==> src/rtl/module_bpu.sv <==
//------------------------------------------------------------------------------
// module_bpu
//   Direct-mapped BTB with 2-bit counters. It supplies a Fetch prediction and
//   carries the predicted-taken bit through D and E. It trains from E-stage
//   branch/jump resolution and keeps resolve and mispredict counts.
// Revision: 1.0 - initial release
//------------------------------------------------------------------------------
`default_nettype none

module module_bpu #(
  parameter int ENTRIES = 16,
  parameter int XLEN    = 32
) (
  input  logic            clk_i,
  input  logic            rst_n_i,
  input  logic [XLEN-1:0] pcf_i,
  output logic            predict_takenf_o,
  output logic [XLEN-1:0] pc_predf_o,
  input  logic            stalld_i,
  input  logic            flushd_i,
  input  logic            flushe_i,
  output logic            prediction_bite_o,
  input  logic            branche_i,
  input  logic            jumpe_i,
  input  logic            pcsrce_i,
  input  logic [XLEN-1:0] pce_i,
  input  logic [XLEN-1:0] pctargete_i,
  output logic [31:0]     branch_count_o,
  output logic [31:0]     mispredict_count_o
);

  localparam int IDX  = $clog2(ENTRIES);
  localparam int TAGW = XLEN - 2 - IDX;

  logic            r_valid  [ENTRIES];
  logic [TAGW-1:0] r_tag    [ENTRIES];
  logic [XLEN-1:0] r_target [ENTRIES];
  logic [1:0]      r_ctr    [ENTRIES];

  logic            r_predd;
  logic            r_prede;
  logic [31:0]     r_branch_cnt;
  logic [31:0]     r_mispred_cnt;

  logic [IDX-1:0]  w_fidx;
  logic [TAGW-1:0] w_ftag;
  logic            w_fhit;
  logic [IDX-1:0]  w_eidx;
  logic [TAGW-1:0] w_etag;
  logic            w_ehit;
  logic            w_upd;
  logic            w_wr_tgt;
  logic [1:0]      w_ctr_cur;
  logic [1:0]      w_ctr_nxt;
  logic            w_unused_bits;

  assign w_unused_bits = ^{pcf_i[1:0], pce_i[1:0]};

  assign w_fidx = pcf_i[IDX+1:2];
  assign w_ftag = pcf_i[XLEN-1:IDX+2];
  assign w_fhit = r_valid[w_fidx] && (r_tag[w_fidx] == w_ftag);

  assign predict_takenf_o  = w_fhit && r_ctr[w_fidx][1];
  assign pc_predf_o        = predict_takenf_o ? r_target[w_fidx] : (pcf_i + XLEN'(4));
  assign prediction_bite_o = r_prede;

  assign w_eidx    = pce_i[IDX+1:2];
  assign w_etag    = pce_i[XLEN-1:IDX+2];
  assign w_ehit    = r_valid[w_eidx] && (r_tag[w_eidx] == w_etag);
  assign w_upd     = branche_i | jumpe_i;
  assign w_ctr_cur = r_ctr[w_eidx];

  // A jump overrides branche_i, whether it hits or allocates.
  always_comb begin
    w_ctr_nxt = w_ctr_cur;
    w_wr_tgt  = 1'b0;
    if (jumpe_i) begin
      w_ctr_nxt = 2'b11;
      w_wr_tgt  = 1'b1;
    end else if (!w_ehit) begin
      w_ctr_nxt = pcsrce_i ? 2'b10 : 2'b01;
      w_wr_tgt  = 1'b1;
    end else if (pcsrce_i) begin
      w_ctr_nxt = (w_ctr_cur == 2'b11) ? 2'b11 : w_ctr_cur + 2'b01;
      w_wr_tgt  = 1'b1;
    end else begin
      w_ctr_nxt = (w_ctr_cur == 2'b00) ? 2'b00 : w_ctr_cur - 2'b01;
    end
  end

  always_ff @(posedge clk_i or negedge rst_n_i) begin
    if (!rst_n_i) begin
      for (int i = 0; i < ENTRIES; i++) begin
        r_valid[i]  <= 1'b0;
        r_tag[i]    <= '0;
        r_target[i] <= '0;
        r_ctr[i]    <= 2'b01;
      end
    end else if (w_upd) begin
      r_valid[w_eidx] <= 1'b1;
      r_tag[w_eidx]   <= w_etag;
      r_ctr[w_eidx]   <= w_ctr_nxt;
      if (w_wr_tgt) begin
        r_target[w_eidx] <= pctargete_i;
      end
    end
  end

  always_ff @(posedge clk_i or negedge rst_n_i) begin
    if (!rst_n_i) begin
      r_predd       <= 1'b0;
      r_prede       <= 1'b0;
      r_branch_cnt  <= '0;
      r_mispred_cnt <= '0;
    end else begin
      if (flushd_i) begin
        r_predd <= 1'b0;
      end else if (!stalld_i) begin
        r_predd <= predict_takenf_o;
      end
      r_prede <= flushe_i ? 1'b0 : r_predd;
      if (w_upd) begin
        if (r_branch_cnt != 32'hFFFF_FFFF) begin
          r_branch_cnt <= r_branch_cnt + 32'd1;
        end
        if ((r_prede != pcsrce_i) && (r_mispred_cnt != 32'hFFFF_FFFF)) begin
          r_mispred_cnt <= r_mispred_cnt + 32'd1;
        end
      end
    end
  end

  assign branch_count_o     = r_branch_cnt;
  assign mispredict_count_o = r_mispred_cnt;

endmodule

`default_nettype wire

==> config.mk <==
export PLATFORM = sky130hd
export DESIGN_NAME = module_bpu
export DESIGN_NICKNAME = d
export VERILOG_FILES = /design/src/rtl/module_bpu.sv
export SDC_FILE = /design/constraint.sdc
export NUM_CORES = 2
export LEC_CHECK = 0
export CORE_UTILIZATION = 55
export DETAILED_ROUTE_END_ITERATION = 8
export HOLD_SLACK_MARGIN = 0.03
export PLACE_DENSITY = 0.83
export RECOVER_POWER = 25
export SYNTH_ARGS = -nofsm -noshare
export SYNTH_HDL_FRONTEND = slang
export SYNTH_SLANG_ARGS = --single-unit
export TNS_END_PERCENT = 5
==> constraint.sdc <==
create_clock -name clk_i -period 5.7 [get_ports clk_i]
set_input_delay 1.14 -clock clk_i [delete_from_list [all_inputs] [get_ports clk_i]]
set_output_delay 1.14 -clock clk_i [all_outputs]
set_load 0.01 [all_outputs]
==> impl_metrics.yaml <==
timing:
  setup_viol: 0
  fin_hold_ws_ns: 0.485
  finalWorstSetupSlack_ns: 0.0407
  fmax_ghz: 0.177
  finalCriticalPeriod_ns: 5.66
  tightest_slew_ns: 2.79
  clock_skew_ns: 0.0336
  max_slew_margin_pct: -86.1
  fin_crit_sh_pct: 99.3
  hold_viol: 0
  setup_tns_ns: 0
  slew_violations: 899
routing:
  drt_iter0_markers: 3359
  dr.pass1.iters: 6
  ant_nets: 0
  vias_per_cell: 6.57
  post_drt_wl_per_cell_um: 28.8
  vias: 33500
  drc: 0
  wirelength_um: 147000
logic_synthesis:
  yosys.area.top_type: "dfrtp_1"
  synthArstFlopShare_pct: 100
  ys_seq_area_share_pct: 50.2
  yosys.area_share.simple_pct: 4.31
  synthAdderAreaFrac_pct: 0.0723
  yosys_warnings: 0
  synth.area.top_cells: "dfrtp_1 49%, mux2_2 19%, mux4_2 16%"
  synth.avg_cell_area_sq_um: 14.7
  synth_compound_area_share_pct: 2.13
  yosys_most_used_dff: "dfrtp_1"
  synth_seq_cells: 1042
  synth_edf_count: 0
  muxShareOfSynthArea_pct: 37.9
  synth.distinct_cells: 71
  synth_nets: 3647
  synth_area_sq_um: 52000
  yosysTopAreaCellShare_pct: 49.4
  synth_xor_area_share_pct: 2.43
  synth_top_family_by_area: "multiplexers"
  synthesis.instances: 3540
place:
  io_buffers: 199
  hpwl_um: 91700
  gp_congestion: 0.964
  placed_area_sq_um: 56400
  dp_cells: 4886
  pre_cts_slack_ns: -0.348
pwr:
  p_leak_nw: 25.3
  powerDensity_nw_per_um2: 377
  ir_worst_vdd_v: 0.000316
cells_and_area:
  syn_to_final_growth_pct: 16.3
  drive_above_1_share_pct: 44.8
  final_nets: 3863
  fin_area_sq_um: 60400
  instances_no_fill: 5105
grt:
  grt_use_total_pct: 31.4
  antenna_found_initial: 14
  use_met3_pct: 8.84
  met2_usage_pct: 48.8
  grt_pass1_wl_um: 223000
  grt_pass1_vias: 35100
  grt_max_degree: 126
  globalRouteOverflowTotal: 0
  use_met1_pct: 42.0
  busiest_layer: "met2"
min_path:
  holdPathStages: 1
  hold_class: "register to register"
critical_path:
  critPathMaxFanout: 17
  worstSetupPathType: "input pin to output pin"
  cp.required_ns: 4.56
  end_kind: "output pin"
  critPathLaunchType: "input pin"
  cp.arrival_ns: 4.52
  r2r_cells: 9
flow_run:
  cap_violations: 10
cts:
  clock_path_buffers: 3
  root_buffer: "clkbuf_16"
  htree_levels: 3
  cts_tree: "done"
  cts.sinks: 1042
  holdBufCountCts: 0
  clk-insertion-delay-late_ns: 0.70
  numCtsBuffers: 108
  clk_pin_slew_ns: 0.06
die:
  die_h_um: 309
  io_pins: 202
  core_area_sq_um: 93500
  start_util_pct: 55.6
  num_rows: 112
  die_area_sq_um: 95700
  fp.dieW_um: 309
run_status:
  status: "complete, but fails checks"
  violations: "capacitance limit, slew limit"
-- cell usage after synthesis (all sizes together) (3+ instances only) --
master / count
a22oi: 13
a221oi: 3
or4: 6
o31ai: 4
ha: 3
nor3: 10
inv: 21
and2: 5
buf: 155
a31oi: 23
nor2b: 9
nand2: 229
mux2i: 111
mux4: 377
nor4: 11
clkbuf: 142
o22ai: 4
dfrtp: 1026
mux2: 896
xnor2: 92
nor2: 70
dfstp: 16
and3: 18
nand3: 56
o21ai: 76
o211ai: 4
a21oi: 10
nand4: 25
nand2b: 9
xor2: 52
and4: 10
or2: 15
a211oi: 5
-- worst max-delay path, stage by stage --
cell and delay [ns]:
buf_16 0.15, buf_16 0.16, buf_12 0.15, mux4_2 0.50
mux4_2 0.53, xnor2_1 0.17, nand4_1 0.21, nor4_4 0.42
buf_6 0.24, buf_12 0.18, mux2_2 0.35, dlygate4sd2_1 0.29
-- cell type report --
type | instances | area (sq um)
antenna | 2 | 5.00
clock buffer | 154 | 3170
clock inverter | 49 | 664
fill | 6344 | 33100
inverter | 21 | 78.8
multi-input combinational | 2180 | 24600
sequential | 1042 | 26100
tap | 1254 | 1570
timing repair buffer | 403 | 4190
-- metrics by stage --
stage	util [%]	power (mW)
after floorplan	-	13.4
after global placement	60.3	14.8
after detailed placement	60.3	15.1
after CTS	64.6	22.7
after global routing	64.6	23.6
final	64.6	22.7
-- timing repair --
item,in CTS,in global routing
buffers inserted,8,3
endpoints found under the setup margin,33,31
gates cloned,2,1
pin swaps,4,4
gates resized for setup,52,17
-- state kept, by name, indices dropped and copies added (netlist names) --
| signal | count |
|---|---|
| branch_count_o | 32 |
| mispredict_count_o | 32 |
| prediction_bite_o | 1 |
| r_ctr | 32 |
| r_predd | 1 |
| r_tag | 416 |
| r_target | 512 |
| r_valid | 16 |
-- power by group --
group	internal (mW)	switching (mW)	leakage [nW]	total, mW
logic	2.88	2.01	10.8	4.90
registers	9.11	1.15	12.6	10.3
clock network	4.51	3.07	1.89	7.58
total	16.5	6.24	25.3	22.7
-- layout by cell type (no fill, tap or decap), drive strengths merged, types with 14 or more instances in the layout --
master	Yosys	layout
dfstp	16	16
a31oi	23	23
nand2	229	229
dlygate4sd2	0	26
clkdlybuf4s50	0	157
clkbuf	142	169
nor2	70	70
bufinv	0	14
xor2	52	52
nand4	25	25
inv	21	25
o21ai	76	76
mux2i	111	111
dfrtp	1026	1026
mux4	377	377
buf	155	201
clkinv	0	27
or2	15	15
mux2	896	896
and3	18	18
xnor2	92	92
nand3	56	56
-- kinds of logic (layout without fill, tap and decap cells) --
group	Yosys count	after routing
mux	1384	1384
compound gates	170	170
xor+xnor	144	144
flops	1042	1042
fa+ha+maj	3	3
buf+inv	318	627
other cells	0	2
simple gates	479	479
-- worst paths after layout --
kind / end / slack, ns / from
setup / recovery: pc_predf_o[29] / 0.04 / pcf_i[2]
hold / removal: r_target[171] / 0.49 / r_target[171]
setup reg to reg: r_ctr[22] / 1.76 / r_tag[5]
hold reg to reg: r_target[171] / 0.49 / r_target[171]
max in group asynchronous: mispredict_count_o[25] / 0.84 / rst_n_i
min in group asynchronous: r_tag[16] / 1.30 / rst_n_i
-- per-layer routing --
layer  vias to the layer above  part of all wire, %
li1                      13700                    -
met1                     17800                   39
met2                      1687                   47
met3                       394                  9.7
met4                        22                  4.1
met5                         -                0.094
Note: power is estimated with default switching activity, not from simulation.
